--- config.mk ---
export PLATFORM = sky130hd
export DESIGN_NAME = mac_accum_flat
export DESIGN_NICKNAME = d
export VERILOG_FILES = /design/src/rtl/mac_accum_pkg.sv /design/src/rtl/mac_accum_if.sv /design/src/rtl/mac_acc_dp.sv /design/src/rtl/mac_accum.sv /design/src/flat_wrapper.sv
export SDC_FILE = /design/constraint.sdc
export NUM_CORES = 1
export LEC_CHECK = 0
export ABC_AREA = 1
export CORE_MARGIN = 2
export CORE_UTILIZATION = 54
export CTS_CLUSTER_SIZE = 16
export DETAILED_ROUTE_END_ITERATION = 16
export PLACE_DENSITY_LB_ADDON = 0.12
export SYNTH_ARGS = -nofsm -noshare
export SYNTH_HDL_FRONTEND = slang
export SYNTH_SLANG_ARGS = --single-unit
--- constraint.sdc ---
create_clock -name clk -period 4.65 [get_ports clk]
set_input_delay 0.6975 -clock clk [delete_from_list [all_inputs] [get_ports clk]]
set_output_delay 0.6975 -clock clk [all_outputs]
set_load 0.01 [all_outputs]
--- src/rtl/mac_accum_pkg.sv ---
// Shared types and constants for the multiply-accumulate stage.
// Holds the run-state enum, the default datapath widths and the helper
// that turns a programmed term count into the number of beats to sum.
package mac_accum_pkg;

  localparam int DEF_PROD_W = 8;
  localparam int DEF_ACC_W  = 10;
  localparam int DEF_CNT_W  = 4;

  typedef enum logic [1:0] {
    IDLE = 2'd0,
    ACC  = 2'd1,
    DONE = 2'd2
  } state_e;

  // A programmed count of zero stands for the longest run, 2**cnt_w terms.
  function automatic int eff_target(input int num, input int cnt_w);
    return (num == 0) ? (1 << cnt_w) : num;
  endfunction

endpackage

--- src/rtl/mac_accum_if.sv ---
// Handshake bundle between a multiplier-side producer and mac_accum.
// The master side drives start/num_terms/products and takes the result;
// the slave side (the accumulator) answers with ready, result and status.
interface mac_accum_if #(
  parameter int PROD_W = mac_accum_pkg::DEF_PROD_W,
  parameter int ACC_W  = mac_accum_pkg::DEF_ACC_W,
  parameter int CNT_W  = mac_accum_pkg::DEF_CNT_W
);

  logic              start;
  logic [CNT_W-1:0]  num_terms;
  logic              prod_valid;
  logic [PROD_W-1:0] prod;
  logic              prod_ready;
  logic              res_valid;
  logic [ACC_W-1:0]  res;
  logic              res_ready;
  logic              busy;
  logic              ovf;

  modport master (
    output start, num_terms, prod_valid, prod, res_ready,
    input  prod_ready, res_valid, res, busy, ovf
  );

  modport slave (
    input  start, num_terms, prod_valid, prod, res_ready,
    output prod_ready, res_valid, res, busy, ovf
  );

endinterface

--- src/rtl/mac_acc_dp.sv ---
// Accumulator datapath: ACC_W register, adder with carry out, sticky ovf.
// With MAC_SAT_EN defined a carry clamps the sum to all-ones; otherwise it wraps.
// Both the register and ovf clear on clr_i and update only on add_i.
module mac_acc_dp #(
  parameter int PROD_W = mac_accum_pkg::DEF_PROD_W,
  parameter int ACC_W  = mac_accum_pkg::DEF_ACC_W
) (
  input  logic              clk,
  input  logic              rst,
  input  logic              clr_i,
  input  logic              add_i,
  input  logic [PROD_W-1:0] prod_i,
  output logic [ACC_W-1:0]  acc_o,
  output logic              ovf_o
);

  logic [ACC_W-1:0] acc_q;
  logic [ACC_W-1:0] acc_d;
  logic             ovf_q;
  logic [ACC_W:0]   sum;
  logic             carry;

  // One extra bit on the adder exposes the carry out of the accumulator.
  assign sum   = {1'b0, acc_q} + (ACC_W+1)'(prod_i);
  assign carry = sum[ACC_W];

`ifdef MAC_SAT_EN
  // Once clamped, any further non-zero add carries again, so the value sticks.
  assign acc_d = carry ? {ACC_W{1'b1}} : sum[ACC_W-1:0];
`else
  assign acc_d = sum[ACC_W-1:0];
`endif

  // Accumulator and sticky overflow flag.
  always_ff @(posedge clk or posedge rst) begin
    if (rst) begin
      acc_q <= '0;
      ovf_q <= 1'b0;
    end else if (clr_i) begin
      acc_q <= '0;
      ovf_q <= 1'b0;
    end else if (add_i) begin
      acc_q <= acc_d;
      if (carry) ovf_q <= 1'b1;
    end
  end

  assign acc_o = acc_q;
  assign ovf_o = ovf_q;

endmodule

--- src/rtl/mac_accum.sv ---
// Sums a programmed number of multiplier products (IDLE -> ACC -> DONE -> IDLE).
// Latency: result valid the cycle after the last product beat is accepted.
// Products are only accepted in ACC; the result holds in DONE until res_ready.
// Optional clamp-on-overflow behaviour is selected by the MAC_SAT_EN macro.
module mac_accum #(
  parameter int PROD_W = mac_accum_pkg::DEF_PROD_W,
  parameter int ACC_W  = mac_accum_pkg::DEF_ACC_W,
  parameter int CNT_W  = mac_accum_pkg::DEF_CNT_W
) (
  input  logic           clk,
  input  logic           rst,
  mac_accum_if.slave     bus
);

  import mac_accum_pkg::*;

  state_e           state_q;
  logic [CNT_W:0]   cnt_q;
  logic [CNT_W:0]   cnt_d;
  logic [CNT_W:0]   tgt_q;
  logic [CNT_W:0]   tgt_d;
  logic             accept;
  logic             clr;
  logic [ACC_W-1:0] acc;
  logic             ovf;

  // Count/target carry one extra bit so a full 2**CNT_W run is representable.
  assign cnt_d  = cnt_q + 1'b1;
  assign tgt_d  = (CNT_W+1)'(eff_target(int'(bus.num_terms), CNT_W));
  assign accept = (state_q == ACC) && bus.prod_valid;
  assign clr    = (state_q == IDLE) && bus.start;

  // Run-control FSM with beat counter; start is honoured only in IDLE.
  always_ff @(posedge clk or posedge rst) begin
    if (rst) begin
      state_q <= IDLE;
      cnt_q   <= '0;
      tgt_q   <= '0;
    end else begin
      case (state_q)
        IDLE: begin
          if (bus.start) begin
            tgt_q   <= tgt_d;
            cnt_q   <= '0;
            state_q <= ACC;
          end
        end
        ACC: begin
          if (accept) begin
            cnt_q <= cnt_d;
            if (cnt_d == tgt_q) state_q <= DONE;
          end
        end
        DONE: begin
          if (bus.res_ready) state_q <= IDLE;
        end
        default: state_q <= IDLE;
      endcase
    end
  end

  mac_acc_dp #(
    .PROD_W (PROD_W),
    .ACC_W  (ACC_W)
  ) u_dp (
    .clk    (clk),
    .rst    (rst),
    .clr_i  (clr),
    .add_i  (accept),
    .prod_i (bus.prod),
    .acc_o  (acc),
    .ovf_o  (ovf)
  );

  // Handshake and status outputs decode straight from the state register.
  assign bus.prod_ready = (state_q == ACC);
  assign bus.res_valid  = (state_q == DONE);
  assign bus.busy       = (state_q != IDLE);
  assign bus.res        = acc;
  assign bus.ovf        = ovf;

endmodule

--- src/flat_wrapper.sv ---
// flat-port wrapper written by rule: the top's interface ports become plain ports
module mac_accum_flat import mac_accum_pkg::*;
#(
  parameter int PROD_W = mac_accum_pkg::DEF_PROD_W,
  parameter int ACC_W  = mac_accum_pkg::DEF_ACC_W,
  parameter int CNT_W  = mac_accum_pkg::DEF_CNT_W
)
  (clk, rst, bus_start, bus_num_terms, bus_prod_valid, bus_prod, bus_res_ready, bus_prod_ready, bus_res_valid, bus_res, bus_busy, bus_ovf);
  mac_accum_if #(.PROD_W(PROD_W), .ACC_W(ACC_W), .CNT_W(CNT_W)) bus_i ();
  input  logic clk;
  input  logic rst;
  input wire logic [$bits(bus_i.start)-1:0] bus_start;
  input wire logic [$bits(bus_i.num_terms)-1:0] bus_num_terms;
  input wire logic [$bits(bus_i.prod_valid)-1:0] bus_prod_valid;
  input wire logic [$bits(bus_i.prod)-1:0] bus_prod;
  input wire logic [$bits(bus_i.res_ready)-1:0] bus_res_ready;
  output wire logic [$bits(bus_i.prod_ready)-1:0] bus_prod_ready;
  output wire logic [$bits(bus_i.res_valid)-1:0] bus_res_valid;
  output wire logic [$bits(bus_i.res)-1:0] bus_res;
  output wire logic [$bits(bus_i.busy)-1:0] bus_busy;
  output wire logic [$bits(bus_i.ovf)-1:0] bus_ovf;
  assign bus_i.start = bus_start;
  assign bus_i.num_terms = bus_num_terms;
  assign bus_i.prod_valid = bus_prod_valid;
  assign bus_i.prod = bus_prod;
  assign bus_i.res_ready = bus_res_ready;
  assign bus_prod_ready = bus_i.prod_ready;
  assign bus_res_valid = bus_i.res_valid;
  assign bus_res = bus_i.res;
  assign bus_busy = bus_i.busy;
  assign bus_ovf = bus_i.ovf;
  mac_accum #(.PROD_W(PROD_W), .ACC_W(ACC_W), .CNT_W(CNT_W)) u_core (.clk(clk), .rst(rst), .bus(bus_i));
endmodule
# After elaboration in Yosys (flattened, before gate mapping)
# Cells that the tools add are included.
[classes]
add_sub_neg = 2
n_eq_ne = 7
n_mux = 14
n_reduce_logical = 12
[op_table]
columns = ["operator", "count"]
rows = [
  ["two-way mux 10 bit", 2],
  ["two-way mux 5 bit", 3],
  ["adder 10 x 8 -> 11 bit", 1],
  ["case mux 5 bit (2 select lines)", 1],
  ["two-way mux 2 bit", 4],
  ["nonzero test 2 bit", 4],
  ["case mux 2 bit (3 select lines)", 1],
  ["adder 5 x 1 -> 5 bit, second input constant", 1],
  ["equality test 5 bit", 1],
  ["zero test 4 bit", 1],
  ["inequality test 2 x 1 -> 1 bit, second input constant", 2],
  ["inequality test 2 bit, second input constant", 2],
  ["AND reduction 2 bit", 2],
  ["AND reduction 4 bit", 1],
  ["two-way mux 1 bit", 3],
  ["AND reduction 3 bit", 1],
  ["equality test 2 x 1 -> 1 bit, second input constant", 1],
  ["equality test 2 bit, second input constant", 1],
  ["logical AND 1 bit", 2],
  ["zero test 2 bit", 1],
]
[word_totals]
register_bits = 23
inputBits = 17
output_inout_bits = 14

# Logic depth before layout (Yosys ltp)
[logic_depth]
ltp_word = 5
depth_mapped = 10
depth_no_buf = 10

# Modules after synthesis
# A second synthesis with hierarchy kept.
[unflattened]
cells_unflattened = 206
area_unflattened_um2 = 1539.0
[modules_own_cells]
columns = ["mod", "n_inst", "cells_each", "area_per_inst_um2", "seq_area_each_um2"]
rows = [
  ["mac_acc_dp", 1, 118, 887.1, 275.3],
  ["mac_accum", 1, 88, 651.9, 300.3],
]

# Worst setup path before layout
# Ideal clock, no wire load.
[synth_timing]
kind = "input to register"
from = "in bus_prod[0]"
to = "reg u_core.u_dp.acc_q[8] (netlist: u_core.u_dp.acc_o[8])"
setup_time_ps = 118
arrival_time_ps = 1782
setup_slack_ps = 2750
cell_stages = 8
n_path_buf = 0
path_cell_list = "ha_1 -> fa_1 -> nand3_1 -> nand2_1 -> nand3_1 -> nand3_1 -> a21oi_1 -> nor2_1"
[synth_between]
elab_chain_cells = 3
[synth_rtl]
columns = ["element", "line_no", "text"]
rows = [
  ["start: declaration", "flat_wrapper.sv:15", "input wire logic [$bits(bus_i.prod)-1:0] bus_prod;"],
  ["adder 10 x 8 -> 11 bit", "mac_acc_dp.sv:24", "assign sum = {1'b0, acc_q} + (ACC_W+1)'(prod_i);"],
  ["two-way mux 10 bit", "mac_acc_dp.sv:42", "end else if (add_i) begin"],
  ["two-way mux 10 bit", "mac_acc_dp.sv:39", "end else if (clr_i) begin"],
  ["end signal: assignment", "mac_acc_dp.sv:37", "acc_q <= '0;"],
  ["end signal: assignment", "mac_acc_dp.sv:40", "acc_q <= '0;"],
  ["end signal: assignment", "mac_acc_dp.sv:43", "acc_q <= acc_d;"],
  ["end: declaration", "mac_acc_dp.sv:17", "logic [ACC_W-1:0] acc_q;"],
]
# No other way between the ends. The select of a mux whose other input is x is not followed.
# A chain may end at the register's enable or synchronous reset.

# Worst setup path in the final report
[layout_timing]
from = "reg u_core.state_q[1]"
to = "out bus_res_valid"
[layout_between]
elab_chain_cells = 1
[layout_rtl]
columns = ["element", "line_no", "text"]
rows = [
  ["start: declaration", "mac_accum.sv:17", "state_e state_q;"],
  ["start signal: assignment", "mac_accum.sv:36", "state_q <= IDLE;"],
  ["start signal: assignment", "mac_accum.sv:45", "state_q <= ACC;"],
  ["start signal: assignment", "mac_accum.sv:51", "if (cnt_d == tgt_q) state_q <= DONE;"],
  ["equality test 2 bit", "mac_accum.sv:77", "assign bus.res_valid = (state_q == DONE);"],
  ["end: declaration", "flat_wrapper.sv:18", "output wire logic [$bits(bus_i.res_valid)-1:0] bus_res_valid;"],
]
# No other way between the ends.

==> summary.txt <==
most area-consuming cells after synthesis = dfrtp_1, nand2_1, ha_1
run status = completed
Root Buffer = clkbuf_4
Die H = 55.7 um
IO Pins = 31
Routed Antenna Nets = 0
Power Dens Cells = 592 nW/um^2
die area = 3100 sq um
Worst Setup End Kind = output port
Avg WL per Cell = 12.0 um
fin crit period = 2.25 ns
H-tree depth = 1
Data arrival, critical path = 1.55 ns
initial antenna violation count = 0
Initial Utilization = 57.7%
Crit Path Category = reg2out
DRT Pass-1 Iters = 4
data required time of the worst path = 3.95 ns
unrepaired setup endpoints after global routing = false
post-CTS setup repair buffer count = 0
P_leak = 0.891 nW
CTS Sinks = 23
actual slew at the worst max-slew pin = 0.875 ns
DR iter-0 viols = 29
worst hold path class = reg2reg
GRT overflow = 0
top cell type's share of synthesized area = 39.9%
YS warnings = 0
RePlAce Congestion = 0.768
synth cell count leaders = nand2_1, dfrtp_1, inv_1
Slew Limit Fails = 0
Sum Neg Setup Slack = 0 ns
Synth Flop Type = dfrtp_1
power after layout = 1.06 mW
Synth Cell Area = 1440 sq um
Max Freq = 0.444 GHz
PortBufs = 30
Final Non-Filler Cells = 238
CTS clock-pin slew for the worst setup and hold paths = 0.13 ns
Post-synth EDFFs = 0
HPWL after DPL = 2.21 mm
Seq/Total Area, Yosys = 39.9%
hold_buf cts = 0
post-CTS resize count = 0
Max FO, Critical Path = 3
distinct cell type count after synthesis = 27
layout cells sized above 1 = 5.77%
number of synthesized register bits = 23
antenna fix cells = 0
post-synthesis net count = 202
count leader, synth = nand2_1
core area = 2500 sq um
share of flip-flops with an asynchronous set or reset = 100%
clk_lat worst skew = 0.31 ns
Hold WS = 0.513 ns
setup violators final = 0
Max VDD drop = 0.400 mV
final wirelength = 2.85 mm
vias per cell = 5.21
Vias = 1241
nets = 236
fin util = 71.8%
total of max-cap violations = 0
CTS Buf Count = 3
Area Growth Syn to Fin = 24.5%
Syn Inst Count = 175
final worst path period share = 48.4%
CP startpoint kind = register
Final Skew = 0.00544 ns
number of cells after detailed placement = 234
GRT Total Usage = 20.9%
# DRC = 0
Hold Vio Cnt, Final = 0
CTS tree = done
row count = 18
largest net degree at the start of global routing = 24
Die Wd = 55.7 um
fill count = 201
vias in the first global route = 1194
Avg Cell Area, Syn = 8.24 sq um
post-synth top area cell = dfrtp_1
clock buffer depth = 2
slew margin rel. = 41.6%
global-route wire length before repair = 5.24 mm
==> power breakdown <==
group | switching (mW) | internal, mW | leakage [nW] | total, mW
clock network | 0.0598 | 0.0335 | 0.0150 | 0.0933
logic | 0.327 | 0.288 | 0.586 | 0.615
registers | 0.0687 | 0.284 | 0.290 | 0.353
total | 0.456 | 0.606 | 0.891 | 1.06
==> routing by layer <==
layer	GRT usage [%]	up-vias	wire length, um
met5	0	-	0
met4	6.27	0	36
met3	2.79	5	110
met2	34.7	27	1320
met1	28.3	580	1380
li1	-	629	-
==> flip-flops by register name, indices dropped and copies added, names as in the netlist <==
name / cells
u_core.state_q: 2
u_core.u_dp.ovf_o: 1
u_core.cnt_q: 5
u_core.u_dp.acc_o: 10
u_core.tgt_q: 5
==> worst max-delay path, stage by stage, from the launching register on <==
cell and delay [ns]:
dfrtp_1 0.48, inv_2 0.09, nor2_1 0.13, clkdlybuf4s50_1 0.55
==> metrics by stage <==
stage,cell area (sq um),worst slack [ns]
after floorplan,1440,2.75
after global placement,1770,2.25
after detailed placement,1770,2.21
after CTS,1790,2.38
after global routing,1790,2.29
final,1790,2.40
==> final timing paths <==
path                                      startpoint                   end  slack (ns)  cells past startpoint
worst max-delay path               u_core.state_q[1]         bus_res_valid        2.40                      3
worst min-delay path                 u_core.tgt_q[3]       u_core.tgt_q[3]        0.51                      1
worst max register to register  u_core.u_dp.acc_o[0]  u_core.u_dp.acc_o[8]        2.87                      8
worst min register to register       u_core.tgt_q[3]       u_core.tgt_q[3]        0.51                      1
max in group asynchronous                        rst  u_core.u_dp.acc_o[2]        3.25                      2
min in group asynchronous                        rst     u_core.u_dp.ovf_o        0.86                      2
==> cell type report <==
type	count	area (sq um)	area share [%]
repair buffers	30	300	16.7
well taps	30	37.5	2.09
inverters	25	96.3	5.37
flip-flops and latches	23	576	32.1
clock buffers	4	26.3	1.46
multi-input cells	126	758	42.3
==> cells by family after synthesis <==
logic type                 share of synthesized area, %
and+or+nand+nor                                    25.8
AOI/OAI and AO/OA                                  11.5
buffers and inverters                              7.47
DFF                                                39.9
xor gates and xnor gates                           6.08
adders and majority gates                          9.20
==> cells in the final DEF, fill, tap and decap left out <==
cell and n:
dfrtp_1 23, inv_4 1, o21bai_1 1, o22ai_1 1
nand2_4 2, ha_1 9, nand3_1 10, nor2_4 1
o21ai_0 12, o32ai_2 1, nor2_1 10, nand4_1 1
a21oi_1 7, a21o_1 1, inv_1 22, clkbuf_1 1
nand2_1 50, a22o_1 3, o21a_1 1, or2_1 2
inv_2 2, fa_1 1, clkdlybuf4s50_1 30, xnor2_1 5
xor2_1 5, nor2_8 1, nand3_4 1, and2_1 1
clkbuf_4 3
Power figures use the tool's default switching activity.
==> patch 1: new RTL, same flow settings <==
The 3 states of `state_e` get a one-hot encoding in 3 bits.
--- a/src/rtl/mac_accum_pkg.sv
+++ b/src/rtl/mac_accum_pkg.sv
@@ -7,10 +7,10 @@
   localparam int DEF_ACC_W  = 10;
   localparam int DEF_CNT_W  = 4;
 
-  typedef enum logic [1:0] {
-    IDLE = 2'd0,
-    ACC  = 2'd1,
-    DONE = 2'd2
+  typedef enum logic [2:0] {
+    IDLE = 3'b001,
+    ACC  = 3'b010,
+    DONE = 3'b100
   } state_e;
 
   // A programmed count of zero stands for the longest run, 2**cnt_w terms.
Check against the original RTL: no difference found for any inputs over 10 cycles, from zero or initial values and one cycle with rst high; not proved beyond that.
==> patch 1 against the original RTL <==
  * Synthesized cell count is 18% higher
  * Routed wire length up 25%
  * Register-to-register slack got worse by 0.03 ns
  * Sequential cell count is 1 higher
  * Critical path type unchanged
  * Worst setup slack lost 0.15 ns
  * Final area increased by 9.3%
  * Highest routed layer unchanged
  * Synthesized area is 11% higher
  * Power is 4.3% lower
  * Clock power is 71% higher
  * Maximum frequency fell by 6.3%
  * Critical endpoint is now bus_prod_ready
==> patch 1: results (changes against the original RTL) <==
DRC violation total after the first TritonRoute iteration - 53 (was 29)
drt wl/cell - 13.2 µm (was 12.0 µm)
vias in the first global route - 1440 (was 1194)
largest cells by area after synthesis - dfrtp_1 36%, nand2_1 15%, ha_1 7.0% (was dfrtp_1 40%, nand2_1 13%, ha_1 7.8%)
Fillers - 224 (was 201)
cells on worst reg2reg path - 9 (was 8)
sequential share of the synthesized area - 37.7% (was 39.9%)
clock slew seen by the registers of the worst setup and hold paths - 0.15 ns (was 0.13 ns)
most frequent cells after synthesis - 64 x nand2_1, 23 x dfrtp_1, 22 x inv_1, 14 x nand3_1 (was 50 x nand2_1, 23 x dfrtp_1, 22 x inv_1, 12 x o21ai_0)
invs w/o clock - 26 (was 25)
initial antenna violation count - 0 (unchanged)
Critical Path Sink - bus_prod_ready (was bus_res_valid)
met3 global-route usage - 3.08% (was 2.79%)
CP max stage delay - 0.60 ns (was 0.55 ns)
static power due to leakage - 0.000978 µW (was 0.000891 µW)
DP Area - 1910 µm² (was 1770 µm²)
drt pass-1 iters - 4 (unchanged)
Post-CTS Setup Bufs - 0 (unchanged)
worst skew pair latency - 0.34 ns (was 0.31 ns)
sequential share of cell area - 30.7% (was 32.1%)
hold-critical path depth - 2 (was 1)
WHS Endpoint - u_core.u_dp.acc_o[3] (was u_core.tgt_q[3])
HPWL after detailed placement - 2630 µm (was 2210 µm)
Worst Clk Skew - 0.00122 ns (was 0.00544 ns)
via count - 1491 (was 1241)
Final Non-Filler Cells - 268 (was 238)
GPL Wtd Cong - 0.813 (was 0.768)
Cell variety after synth - 32 (was 27)
hold path start - u_core.u_dp.acc_o[3] (was u_core.tgt_q[3])
max_slew headroom - 37.6% (was 41.6%)
worst path arrival time - 1.70 ns (was 1.55 ns)
end of the worst register-to-register path - u_core.u_dp.acc_o[8] (unchanged)
pin count of the biggest net entering global routing - 25 (was 24)
CP max FO - 5 (was 3)
clk tree area frac - 2.68% (was 1.46%)
share of cells above drive strength 1 - 5.91% (was 5.77%)
Min Hold Slack - 0.533 ns (was 0.513 ns)
Peak supply drop - 372 µV (was 400 µV)
Avg Cell Area, Syn - 7.76 µm² (was 8.24 µm²)
Setup crit start - u_core.state_q[1] (unchanged)
first-pass GRT wire length - 5880 µm (was 5240 µm)
Signal buf overhead - 15.3% (was 16.7%)
Multi-In Gates - 153 (was 126)
met1 usage in global routing - 25.5% (was 28.3%)
worst slack, placed - 2.18 ns (was 2.21 ns)
Placed Cells - 264 (was 234)
outcome - completed (unchanged)
Clock Path Buffers - 2 (unchanged)
setup slack, reg-to-reg - 2.84 ns (was 2.87 ns)
post-synth net total - 233 (was 202)
area occupied by multi-input gates - 866 µm² (was 758 µm²)
grt met2 use - 40.4% (was 34.7%)
fin crit period - 2.40 ns (was 2.25 ns)
fraction of area in multi-input gates - 44.1% (was 42.3%)
Yosys reg bits - 24 (was 23)
GR Util All Layers - 22.6% (was 20.9%)
## patch 1: changes by cell type after synthesis, moves of 3 or more
| cell | delta |
|---|---|
| nand2_1 | +14 |
| a21oi_1 | +3 |
| nand4_1 | +8 |
| xor2_1 | -5 |
| nand3_1 | +4 |
## patch 1: kinds of logic (layout without fill, tap and decap cells)
logic type               Yosys count  in the layout  synth area share (%)
AND/OR/NAND/NOR                  108            108                  32.8
buffers and inverters             29             60                  8.14
flip-flops                        24             24                  37.7
AO/OA/AOI/OAI                     32             32                  11.4
adder cells (fa/ha/maj)           10             10                  8.30
XOR/XNOR                           3              3                  1.64
## patch 1: routing by layer
layer	vias up	routed length, µm
li1	750	-
met2	58	1770
met4	0	98
met3	15	188
met1	668	1490
met5	-	0
## patch 1: power by group
group	leakage [µW]	internal (µW)	switching, µW
clock network	0.0000279	87.3	72.6
registers	0.000317	279	72.9
logic	0.000633	224	280
==> patch 2: new RTL, config.mk and constraints unchanged <==
Without the edit above. Set the package constant `DEF_PROD_W` to 9 (it was 8).
--- a/src/rtl/mac_accum_pkg.sv
+++ b/src/rtl/mac_accum_pkg.sv
@@ -3,7 +3,7 @@
 // that turns a programmed term count into the number of beats to sum.
 package mac_accum_pkg;
 
-  localparam int DEF_PROD_W = 8;
+  localparam int DEF_PROD_W = 9;
   localparam int DEF_ACC_W  = 10;
   localparam int DEF_CNT_W  = 4;
 
Ports: changed (resized bus_prod); port bits go from 31 to 32. The function was not compared with the original's and may differ.
==> patch 2 against the original RTL <==
  * Clock skew up 0.0011 ns
  * Sequential share of layout area fell by 1.5 points
  * Critical path depth stayed put
  * Synthesized area up 5.6%
  * Worst hold slack better by 0.016 ns
  * Cell count increased by 11%
  * Non-clock buffer count grew 1
  * Final area increased by 5.0%
  * Routed wire length up 18%
  * Sequential cell count stayed put
  * Worst setup slack got worse by 0.032 ns
  * First-iteration DRC count grew 83%
  * Sequential power shrank 2%
  * Power down 2.6%
  * Largest power group unchanged
==> patch 2: results (changes against the original RTL) <==
drt pass-1 iters - 4 (unchanged)
compound-cell area share of the yosys netlist - 14.5% (was 11.5%)
worst skew pair latency - 0.31 ns (about the same)
FFs w/ async S/R, synth - 100% (unchanged)
Peak supply drop - 384 µV (was 400 µV)
Synth Area in XOR/XNOR - 1.73% (was 6.08%)
hold path start - u_core.u_dp.acc_o[7] (was u_core.tgt_q[3])
Critical Path Sink - bus_prod_ready (was bus_res_valid)
hold-critical path depth - 2 (was 1)
Avg Cell Area, Syn - 7.58 µm² (was 8.24 µm²)
CP max FO - 6 (was 3)
Fillers - 245 (was 201)
# diodes - 0 (unchanged)
DRC violation total after the first TritonRoute iteration - 53 (was 29)
HPWL after detailed placement - 2530 µm (was 2210 µm)
largest cells by area after synthesis - dfrtp_1 38%, nand2_1 16%, ha_1 8.2% (was dfrtp_1 40%, nand2_1 13%, ha_1 7.8%)
vias in the first global route - 1362 (was 1194)
GR Util All Layers - 22.0% (was 20.9%)
GPL Wtd Cong - 0.869 (was 0.768)
sequential share of the synthesized area - 37.8% (was 39.9%)
Setup crit start - u_core.state_q[0] (was u_core.state_q[1])
Clock Path Buffers - 2 (unchanged)
static power due to leakage - 0.000913 µW (was 0.000891 µW)
worst path arrival time - 1.59 ns (was 1.55 ns)
share of cells above drive strength 1 - 6.41% (was 5.77%)
post-synth net total - 230 (was 202)
Sw Ratio - 45.5% (was 42.9%)
WHS Endpoint - u_core.u_dp.acc_o[7] (was u_core.tgt_q[3])
DP Area - 1860 µm² (was 1770 µm²)
Routed WL - 3350 µm (was 2850 µm)
Placed Cells - 261 (was 234)
yosys warns - 0 (unchanged)
Cell variety after synth - 29 (was 27)
Worst Clk Skew - 0.00658 ns (was 0.00544 ns)
Port-buffer cells - 31 (was 30)
most frequent cells after synthesis - 64 x nand2_1, 23 x dfrtp_1, 16 x inv_1, 16 x o21ai_0, 15 x nor2_1 (was 50 x nand2_1, 23 x dfrtp_1, 22 x inv_1, 12 x o21ai_0)
Slew @ Worst Pin - 0.904 ns (was 0.875 ns)
initial antenna violation count - 0 (unchanged)
adder-cell share of the synthesized area - 9.53% (was 9.20%)
HP Class - reg -> reg (unchanged)
setup slack, reg-to-reg - 2.73 ns (was 2.87 ns)
outcome - completed (unchanged)
vias per inst - 5.45 (was 5.21)
first-pass GRT wire length - 5750 µm (was 5240 µm)
drt wl/cell - 12.7 µm (was 12.0 µm)
end of the worst register-to-register path - u_core.u_dp.acc_o[6] (was u_core.u_dp.acc_o[8])
patch 2: cell count changes after synthesis, moves of 3 or more:
cell,delta
nand4_1,+4
o21ai_0,+4
nor2_1,+5
xor2_1,-4
nand2_1,+14
a21oi_1,+5
inv_1,-6
a22o_1,-3
xnor2_1,-3
patch 2: layout make-up:
class / instances / area (µm²) / share of cell area [%]
Tap cell: 31 / 38.8 / 2.06
Multi-Input combinational cell: 156 / 853 / 45.3
Timing Repair Buffer: 31 / 310 / 16.5
Clock inverter: 1 / 5.00 / 0.266
Inverter: 20 / 77.6 / 4.12
Sequential cell: 23 / 576 / 30.6
Clock buffer: 3 / 22.5 / 1.20
patch 2: cell families after synthesis:
logic type / count (synthesis)
buf+inv: 22
flops: 23
simple gates: 104
compound gates: 38
xor+xnor: 3
fa+ha+maj: 11
patch 2: layer usage:
metal | GRT usage (%) | vias up | share of wire [%]
met5 | 0 | - | 0
met3 | 2.72 | 4 | 5.0
met4 | 6.64 | 0 | 0.98
met1 | 29.3 | 658 | 47
met2 | 37.8 | 44 | 47
li1 | - | 737 | -
patch 2: power groups by stage:
stage               clock network [µW]  logic (µW)  registers (µW)
floorplan                            0         389             351
global placement                     0         571             344
detailed placement                   0         587             349
CTS                               98.2         592             344
global route                       106         666             356
finish                            96.8         592             345
patch 2: critical path: stages, from the launching register on:
cell             delay, ns
dfrtp_1               0.47
inv_2                 0.08
nor2_4                0.16
clkdlybuf4s50_1       0.56
patch 2: stage by stage:
stage	hold slack [ns]	worst slack, ns	power (µW)
after global routing	0.548	2.23	1130
after floorplan	0.475	2.65	740
after CTS	0.532	2.37	1030
after detailed placement	0.499	2.07	936
after global placement	0.489	2.13	914
final	0.529	2.37	1030
